$ cat config.mk
export PLATFORM = sky130hd
export DESIGN_NAME = cordic_sincos_frontend
export DESIGN_NICKNAME = d
export VERILOG_FILES = /design/src/rtl/cordic_pkg.sv /design/src/rtl/sync_fifo.sv /design/src/rtl/cordic_sincos_frontend.sv
export SDC_FILE = /design/constraint.sdc
export NUM_CORES = 2
export LEC_CHECK = 0
export BUFFER_PORTS_ARGS = -buffer_cell sky130_fd_sc_hd__buf_2
export CORE_UTILIZATION = 45
export DETAILED_ROUTE_END_ITERATION = 7
export PLACE_DENSITY = 0.62
export SLEW_MARGIN = 20
export SYNTH_ARGS = -nofsm -noshare
export SYNTH_HDL_FRONTEND = slang
export SYNTH_SLANG_ARGS = --single-unit
$ cat constraint.sdc
create_clock -name i_clk -period 12.95 [get_ports i_clk]
set_input_delay 1.9425 -clock i_clk [delete_from_list [all_inputs] [get_ports i_clk]]
set_output_delay 1.9425 -clock i_clk [all_outputs]
set_load 0.1 [all_outputs]
$ cat src/rtl/cordic_pkg.sv
// Shared definitions for the CORDIC core and its front ends: mode encoding,
// angle constants in Q3.30 and a real-to-fixed helper for parameter setup.
package cordic_pkg;

  // Rotation family selected on the CORDIC mode input
  typedef enum logic signed [1:0] {
    LINEAR     = 2'sb00,
    HYPERBOLIC = 2'sb11,
    CIRCULAR   = 2'sb01
  } e_cordic_mode;

  // pi and pi/2 in Q3.30
  localparam longint PI      = 64'sd3373259426;
  localparam longint HALF_PI = 64'sd1686629713;

  // Convert a real value to a fixed-point integer with frac_bits fractional bits
  function automatic longint to_fixed(input real value, input int frac_bits);
    return longint'(value * (2.0 ** frac_bits));
  endfunction

endpackage

$ cat src/rtl/sync_fifo.sv
// Single-clock FIFO with binary pointers carrying a wrap bit. Pushes into a
// full FIFO and pops from an empty FIFO are ignored. The head entry is always
// visible on rdata_o.
module sync_fifo #(
  parameter int WIDTH = 2,
  parameter int DEPTH = 16
) (
  input  logic                     clk_i,
  input  logic                     rst_ni,
  input  logic                     push_i,
  input  logic [WIDTH-1:0]         wdata_i,
  input  logic                     pop_i,
  output logic [WIDTH-1:0]         rdata_o,
  output logic [$clog2(DEPTH):0]   count_o
);

  localparam int AW = $clog2(DEPTH);
  localparam logic [AW:0] DEPTH_CNT = (AW+1)'(DEPTH);

  logic [AW:0]      wr_q, wr_d;
  logic [AW:0]      rd_q, rd_d;
  logic [WIDTH-1:0] mem_q [DEPTH];
  logic             do_push;
  logic             do_pop;

  assign count_o = wr_q - rd_q;
  assign do_push = push_i && (count_o != DEPTH_CNT);
  assign do_pop  = pop_i && (count_o != '0);
  assign rdata_o = mem_q[rd_q[AW-1:0]];

  // Advance each pointer by one on an effective push/pop
  always_comb begin
    wr_d = wr_q + {{AW{1'b0}}, do_push};
    rd_d = rd_q + {{AW{1'b0}}, do_pop};
  end

  // Pointer registers
  always_ff @(posedge clk_i or negedge rst_ni) begin
    if (!rst_ni) begin
      wr_q <= '0;
      rd_q <= '0;
    end else begin
      wr_q <= wr_d;
      rd_q <= rd_d;
    end
  end

  // Storage array, data only, never reset
  always_ff @(posedge clk_i) begin
    if (do_push) mem_q[wr_q[AW-1:0]] <= wdata_i;
  end

endmodule

$ cat src/rtl/cordic_sincos_frontend.sv
// sin/cos front end for a circular-rotation CORDIC. Requests are clamped to
// [-pi, pi], folded into [-pi/2, pi/2] and issued; a tag FIFO remembers the
// fold so each returning result can be unfolded and parked in a result FIFO.
// A credit counter bounds outstanding work to the result FIFO depth so a
// pipeline result never finds the result FIFO full.
module cordic_sincos_frontend
  import cordic_pkg::*;
#(
  parameter int N_ITERATION     = 12,
  parameter int INTEGER_BITS    = 3,
  parameter int FRACTIONAL_BITS = 30,
  parameter int BITS            = INTEGER_BITS + FRACTIONAL_BITS,
  parameter int FIFO_DEPTH      = 16
) (
  input  logic                   i_clk,
  input  logic                   i_rst_n,
  input  logic                   s_valid,
  output logic                   s_ready,
  input  logic signed [BITS-1:0] s_angle,
  output logic                   c_valid,
  output logic signed [BITS-1:0] c_x,
  output logic signed [BITS-1:0] c_y,
  output logic signed [BITS-1:0] c_z,
  output logic [1:0]             c_mode,
  output logic                   c_rot_en,
  input  logic                   c_res_valid,
  input  logic signed [BITS-1:0] c_res_x,
  input  logic signed [BITS-1:0] c_res_y,
  output logic                   m_valid,
  input  logic                   m_ready,
  output logic signed [BITS-1:0] m_cos,
  output logic signed [BITS-1:0] m_sin,
  output logic                   m_sat
);

  localparam int CW    = $clog2(FIFO_DEPTH + 1);
  localparam int CNT_W = $clog2(FIFO_DEPTH) + 1;
  localparam int RES_W = 2 * BITS + 1;

  localparam logic signed [BITS-1:0] PI_Q      = BITS'(PI);
  localparam logic signed [BITS-1:0] HALF_PI_Q = BITS'(HALF_PI);
  localparam logic [CW-1:0]          CREDIT_MAX = CW'(FIFO_DEPTH);
  localparam logic [CW-1:0]          CREDIT_ONE = CW'(1);
  localparam logic [CNT_W-1:0]       DEPTH_CNT  = CNT_W'(FIFO_DEPTH);

  if ((FIFO_DEPTH & (FIFO_DEPTH - 1)) != 0) begin : g_depth_pow2
    $error("FIFO_DEPTH must be a power of two");
  end
  if (FIFO_DEPTH < N_ITERATION + 3) begin : g_depth_min
    $error("FIFO_DEPTH must cover the CORDIC latency plus issue and capture");
  end

  // Saturate an angle into [-pi, pi]
  function automatic logic signed [BITS-1:0] sat_angle(input logic signed [BITS-1:0] a);
    if (a > PI_Q)  return PI_Q;
    if (a < -PI_Q) return -PI_Q;
    return a;
  endfunction

  // Flag angles that sat_angle has to clamp
  function automatic logic is_sat(input logic signed [BITS-1:0] a);
    return (a > PI_Q) || (a < -PI_Q);
  endfunction

  // Two's complement negation when the angle was folded by pi
  function automatic logic signed [BITS-1:0] unfold(input logic signed [BITS-1:0] v,
                                                     input logic flip);
    return flip ? -v : v;
  endfunction

  logic signed [BITS-1:0] clamp_p0;
  logic signed [BITS-1:0] z_p0;
  logic                   sat_p0;
  logic                   flip_p0;
  logic                   s_acc;
  logic                   m_acc;

  logic                   vld_p1_q;
  logic signed [BITS-1:0] z_p1_q;

  logic [CW-1:0]          credit_q, credit_d;

  logic [1:0]             tag_rdata;
  logic [CNT_W-1:0]       tag_count;
  logic                   res_push;
  logic [RES_W-1:0]       res_wdata;
  logic [RES_W-1:0]       res_rdata;
  logic [CNT_W-1:0]       res_count;

  assign s_ready = (credit_q != '0);
  assign s_acc   = s_valid && s_ready;
  assign m_valid = (res_count != '0);
  assign m_acc   = m_valid && m_ready;

  // ---- stage p0: clamp and fold the accepted angle
  always_comb begin
    clamp_p0 = sat_angle(s_angle);
    sat_p0   = is_sat(s_angle);
    z_p0     = clamp_p0;
    flip_p0  = 1'b0;
    if (clamp_p0 > HALF_PI_Q) begin
      z_p0    = clamp_p0 - PI_Q;
      flip_p0 = 1'b1;
    end else if (clamp_p0 < -HALF_PI_Q) begin
      z_p0    = clamp_p0 + PI_Q;
      flip_p0 = 1'b1;
    end
  end

  // ---- stage p1: issue register, one c_valid pulse per accepted request
  always_ff @(posedge i_clk or negedge i_rst_n) begin
    if (!i_rst_n) begin
      vld_p1_q <= 1'b0;
      z_p1_q   <= '0;
    end else begin
      vld_p1_q <= s_acc;
      if (s_acc) z_p1_q <= z_p0;
    end
  end

  assign c_valid  = vld_p1_q;
  assign c_z      = z_p1_q;
  assign c_x      = '0;
  assign c_y      = '0;
  assign c_mode   = CIRCULAR;
  assign c_rot_en = 1'b1;

  // Credits: one per free result slot, consumed on accept, returned on pop
  always_comb begin
    credit_d = credit_q;
    if (s_acc && !m_acc)      credit_d = credit_q - CREDIT_ONE;
    else if (m_acc && !s_acc) credit_d = credit_q + CREDIT_ONE;
  end

  // Credit register
  always_ff @(posedge i_clk or negedge i_rst_n) begin
    if (!i_rst_n) credit_q <= CREDIT_MAX;
    else          credit_q <= credit_d;
  end

  // Tag is written at accept so it is visible in the issue cycle
  sync_fifo #(
    .WIDTH (2),
    .DEPTH (FIFO_DEPTH)
  ) u_tag_fifo (
    .clk_i   (i_clk),
    .rst_ni  (i_rst_n),
    .push_i  (s_acc),
    .wdata_i ({flip_p0, sat_p0}),
    .pop_i   (res_push),
    .rdata_o (tag_rdata),
    .count_o (tag_count)
  );

  // ---- capture: results without a matching tag are stale and dropped
  assign res_push  = c_res_valid && (tag_count != '0);
  assign res_wdata = {tag_rdata[0],
                      unfold(c_res_x, tag_rdata[1]),
                      unfold(c_res_y, tag_rdata[1])};

  sync_fifo #(
    .WIDTH (RES_W),
    .DEPTH (FIFO_DEPTH)
  ) u_res_fifo (
    .clk_i   (i_clk),
    .rst_ni  (i_rst_n),
    .push_i  (res_push),
    .wdata_i (res_wdata),
    .pop_i   (m_acc),
    .rdata_o (res_rdata),
    .count_o (res_count)
  );

  // Head is masked while empty so stale storage never shows on the outputs
  assign m_sat = m_valid & res_rdata[RES_W-1];
  assign m_cos = m_valid ? res_rdata[2*BITS-1:BITS] : '0;
  assign m_sin = m_valid ? res_rdata[BITS-1:0]      : '0;

  a_res_no_overflow : assert property (@(posedge i_clk) disable iff (!i_rst_n)
    res_push |-> (res_count != DEPTH_CNT));

  a_tag_no_overflow : assert property (@(posedge i_clk) disable iff (!i_rst_n)
    s_acc |-> (tag_count != DEPTH_CNT));

endmodule

==> impl_metrics.prom <==
# TYPE chip_impl_metric gauge
chip_impl_metric{name="placer_s_final_routability_congestion_estimate",unit=""} 0.9162
chip_impl_metric{name="final-setup-viol-count",unit=""} 0
chip_impl_metric{name="worstHoldPathCells",unit=""} 2
chip_impl_metric{name="timing.final.crit_share",unit="%"} 59.76
chip_impl_metric{name="final_hold_viol_count",unit=""} 0
chip_impl_info{name="critPathKind",value="in -> reg"} 1
chip_impl_info{name="clockRootBuffer",value="clkbuf_16"} 1
chip_impl_metric{name="cts-buffers-inserted",unit=""} 117
chip_impl_metric{name="yosysSeqAreaShare",unit="%"} 70.34
chip_impl_info{name="synth_flop_cell",value="edfxtp_1"} 1
chip_impl_metric{name="placement_rows",unit=""} 120
chip_impl_metric{name="first_pass_grt_wire_length",unit="µm"} 179000
chip_impl_metric{name="clk_pin_slew_worst_paths",unit="ns"} 0.06
chip_impl_metric{name="globalRoute.totalOverflow",unit=""} 0
chip_impl_metric{name="post_cts_hold_buffer_count",unit=""} 0
chip_impl_metric{name="finalNetCount",unit=""} 3009
chip_impl_metric{name="place_hpwl",unit="µm"} 68800
chip_impl_info{name="timing.hold.worst.class",value="reg -> reg"} 1
chip_impl_metric{name="power_frac_clock",unit="%"} 41.8
chip_impl_metric{name="ff_latch_area",unit="µm²"} 34640
chip_impl_metric{name="ctsResizeCount",unit=""} 0
chip_impl_metric{name="floorplan.initialDensity",unit="%"} 45.67
chip_impl_metric{name="post-route-worst-setup-slack",unit="ns"} 5.211
chip_impl_metric{name="combinational_share_of_power",unit="%"} 4.4
chip_impl_metric{name="fp.coreArea",unit="µm²"} 107800
chip_impl_metric{name="report.final.slew_viol_count",unit=""} 0
chip_impl_metric{name="layout-area-overhead-vs-synth",unit="%"} 13.33
chip_impl_metric{name="synth_async_sr_flop_share",unit="%"} 5.073
chip_impl_metric{name="cts_setup_buffers",unit=""} 0
chip_impl_info{name="cts_tree",value="done"} 1
chip_impl_info{name="run_status",value="complete, no violations"} 1
chip_impl_metric{name="synthesis.area_per_instance",unit="µm²"} 18.60
chip_impl_metric{name="dpl-instance-area",unit="µm²"} 51800
chip_impl_metric{name="synth_enable_flop_cells",unit=""} 1104
chip_impl_info{name="timing.critical_path.to_type",value="flop"} 1
chip_impl_metric{name="max-vdd-ir-drop",unit="V"} 0.0001022
chip_impl_metric{name="filler_cell_count",unit=""} 8510
chip_impl_metric{name="drt_drc_violations_left",unit=""} 0
chip_impl_metric{name="slew_headroom",unit="%"} 22.01
chip_impl_metric{name="power_switching_share",unit="%"} 21.61
chip_impl_metric{name="cts_htree_levels",unit=""} 3
chip_impl_metric{name="antenna_violating_nets_post_route",unit=""} 0
chip_impl_metric{name="grt_start_max_net_pins",unit=""} 114
chip_impl_info{name="layout_commonest_cell",value="edfxtp_1"} 1
chip_impl_metric{name="achievable-frequency",unit="MHz"} 129.2
chip_impl_metric{name="internal-power",unit="W"} 0.006003
chip_impl_metric{name="antenna_found_initial",unit=""} 13
chip_impl_metric{name="power.switching",unit="W"} 0.001654
chip_impl_metric{name="num_antenna_cells",unit=""} 0
chip_impl_metric{name="vias",unit=""} 25910
chip_impl_metric{name="area_of_combinational_cells_with_multiple_inputs",unit="µm²"} 14100
chip_impl_metric{name="synth_cell_type_count",unit=""} 91
chip_impl_metric{name="drive_above_1_share",unit="%"} 29.45
chip_impl_metric{name="tightest_slew",unit="ns"} 1.162
chip_impl_info{name="top_area_cells_in_the_synthesized_netlist",value="edfxtp_1 67%, mux4_2 16%, dfrtp_1 2.9%, xnor2_1 1.5%, buf_4 1.1%"} 1
chip_impl_metric{name="boundaryPins",unit=""} 276
chip_impl_info{name="start_kind",value="primary input"} 1
chip_impl_info{name="commonest_cells_after_routing_fill_and_taps_aside",value="1104 x edfxtp_1, 344 x mux4_2, 206 x buf_2, 119 x nand2_1, 118 x clkbuf_16"} 1
chip_impl_metric{name="chipHeight",unit="µm"} 332.8
chip_impl_metric{name="max_cap_violation_count",unit=""} 0
chip_impl_metric{name="global_route_usage_over_all_layers",unit="%"} 21.93
chip_impl_metric{name="drt-total-wl",unit="µm"} 121200
chip_impl_metric{name="finish.instance_area",unit="µm²"} 55790
chip_impl_metric{name="pwr-share-seq",unit="%"} 53.8
chip_impl_metric{name="finClkSkew",unit="ns"} 0.01865
chip_impl_metric{name="crit_fanout",unit=""} 25
chip_impl_metric{name="clockBufferDepth",unit=""} 3
chip_impl_metric{name="vias_per_cell",unit=""} 5.928
chip_impl_metric{name="wl_per_cell",unit="µm"} 27.72
chip_impl_metric{name="fp.dieW",unit="µm"} 332.8
chip_impl_metric{name="tritoncts_sink_count",unit=""} 1163
chip_impl_metric{name="portBuffers",unit=""} 206
chip_impl_metric{name="power_density",unit="nW/µm²"} 137.2
chip_impl_metric{name="detailedPlace.worstSlack",unit="ns"} 4.443
chip_impl_metric{name="tns",unit="ns"} 0
chip_impl_metric{name="synth.top_cell.area_share",unit="%"} 67.34
chip_impl_metric{name="leakage",unit="nW"} 18.21
chip_impl_info{name="synth_area_leader_cell",value="edfxtp_1"} 1
chip_impl_metric{name="arrival",unit="ns"} 8.30
chip_impl_metric{name="number_of_global_route_vias_before_repair",unit=""} 26959
chip_impl_metric{name="drt-pass1-iter-count",unit=""} 5
chip_impl_metric{name="fp.dieArea",unit="µm²"} 110700
chip_impl_metric{name="clk_latency_worst_skew_pair",unit="ns"} 0.70
chip_impl_metric{name="postSynthRegisterBits",unit=""} 1163
chip_impl_metric{name="detail_route.iter0.violations",unit=""} 2262
chip_impl_metric{name="syn_area",unit="µm²"} 49230
chip_impl_metric{name="syn_inst",unit=""} 2647
chip_impl_metric{name="final_period_minus_worst_setup_slack",unit="ns"} 7.739
chip_impl_metric{name="hold_slack",unit="ns"} 0.4717
chip_impl_metric{name="ys_warn_count",unit=""} 0
chip_impl_metric{name="rr_worst_depth",unit=""} 20
chip_impl_info{name="grt_setup_unrepaired",value="false"} 1
chip_impl_metric{name="crit_required",unit="ns"} 13.51
==> cells by family after synthesis <==
| family | after synthesis | share of synthesized area, % |
|---|---|---|
| flip-flops | 1163 | 70.34 |
| AND/OR/NAND/NOR | 464 | 4.964 |
| multiplexers | 349 | 15.87 |
| AO/OA/AOI/OAI | 284 | 3.843 |
| buffers and inverters | 262 | 2.559 |
| XOR/XNOR | 97 | 1.726 |
| adder cells (fa/ha/maj) | 26 | 0.6761 |
| other | 2 | 0.01526 |
==> layer usage <==
layer / track usage, % / share of wire, %
met5: 0 / 0.11
met4: 5.775 / 1.9
met3: 4.087 / 6.4
met2: 36.82 / 50
met1: 29.48 / 41
==> cells in the mapped netlist, types with 9 or more instances <==
master    number
clkbuf_1     104
a21o_1        12
nor2_1        88
inv_1         34
a31oi_1       26
or4_1         13
o21ai_1       15
nor4_1        32
dfrtp_1       58
mux4_2       345
o31ai_1       26
nand2_1      119
ha_1          25
and2_1        71
edfxtp_1    1104
o21ai_0       64
nand3_1       22
nand4_1        9
nand2b_1      18
xor2_1        15
buf_2         14
buf_4         69
buf_1         38
a21oi_1       48
xnor2_1       82
or3_1         11
nor3_1        27
==> cell type report <==
class,count,share of cell area (%)
Clock buffer,152,5.593
Clock inverter,56,0.8970
Inverter,37,0.2579
Multi-Input combinational cell,1289,25.27
Sequential cell,1163,62.09
Tap cell,1403,3.146
Timing Repair Buffer,271,2.745
==> power by group through the flow <==
stage / Clock [W] / Combinational, W / Sequential [W]
finish: 0.00320 / 0.000337 / 0.00412
global route: 0.00341 / 0.000359 / 0.00412
CTS: 0.00327 / 0.000325 / 0.00412
detailed placement: 0 / 0.000324 / 0.00420
global placement: 0 / 0.000317 / 0.00420
floorplan: 0 / 0.000244 / 0.00420
==> per-stage QoR <==
stage / utilization [%] / total power, W / instances
2_1_floorplan: - / 0.004442 / 2714
3_3_place_gp: 48.02 / 0.004516 / 4163
3_5_place_dp: 48.05 / 0.004523 / 4163
4_1_cts: 51.41 / 0.007717 / 4371
5_1_grt: 51.75 / 0.007882 / 4371
6_report: 51.75 / 0.007657 / 4371
==> critical path, stage by stage <==
cell,delay [ns]
buf_2,0.15
or4_1,0.59
or2_2,0.31
nor2_1,0.25
a21oi_1,0.12
o21bai_1,0.14
a21oi_1,0.09
o31ai_1,0.22
ha_2,0.42
nor2_1,0.28
inv_1,0.30
nor2_1,0.24
ha_1,0.55
nor4b_1,0.32
nor4_1,0.10
o211a_1,0.22
o211ai_2,0.15
buf_4,0.34
and2_1,0.63
nand2_1,0.52
xnor2_1,0.30
o21ai_1,0.08
==> state kept, by name, indices dropped and copies added (netlist names) <==
| name | cells |
|---|---|
| u_res_fifo.wr_q | 5 |
| u_res_fifo.rd_q | 5 |
| credit_q | 5 |
| u_tag_fifo.rd_q | 5 |
| u_tag_fifo.wr_q | 5 |
| c_valid | 1 |
| c_z | 33 |
| u_res_fifo.mem_q | 1072 |
| u_tag_fifo.mem_q | 32 |
==> path summary, 6_finish.rpt <==
check | slack [ns] | from | to
worst max-delay path | 5.21 | s_angle[17] | c_z[1]
worst min-delay path | 0.47 | c_z[0] | c_z[0]
worst max register to register | 7.99 | u_res_fifo.wr_q[0] | credit_q[4]
worst min register to register | 0.47 | c_z[0] | c_z[0]
max in group asynchronous | 10.85 | i_rst_n | u_res_fifo.rd_q[0]
min in group asynchronous | 1.46 | i_rst_n | c_z[21]
(Power assumes the default switching activity.)
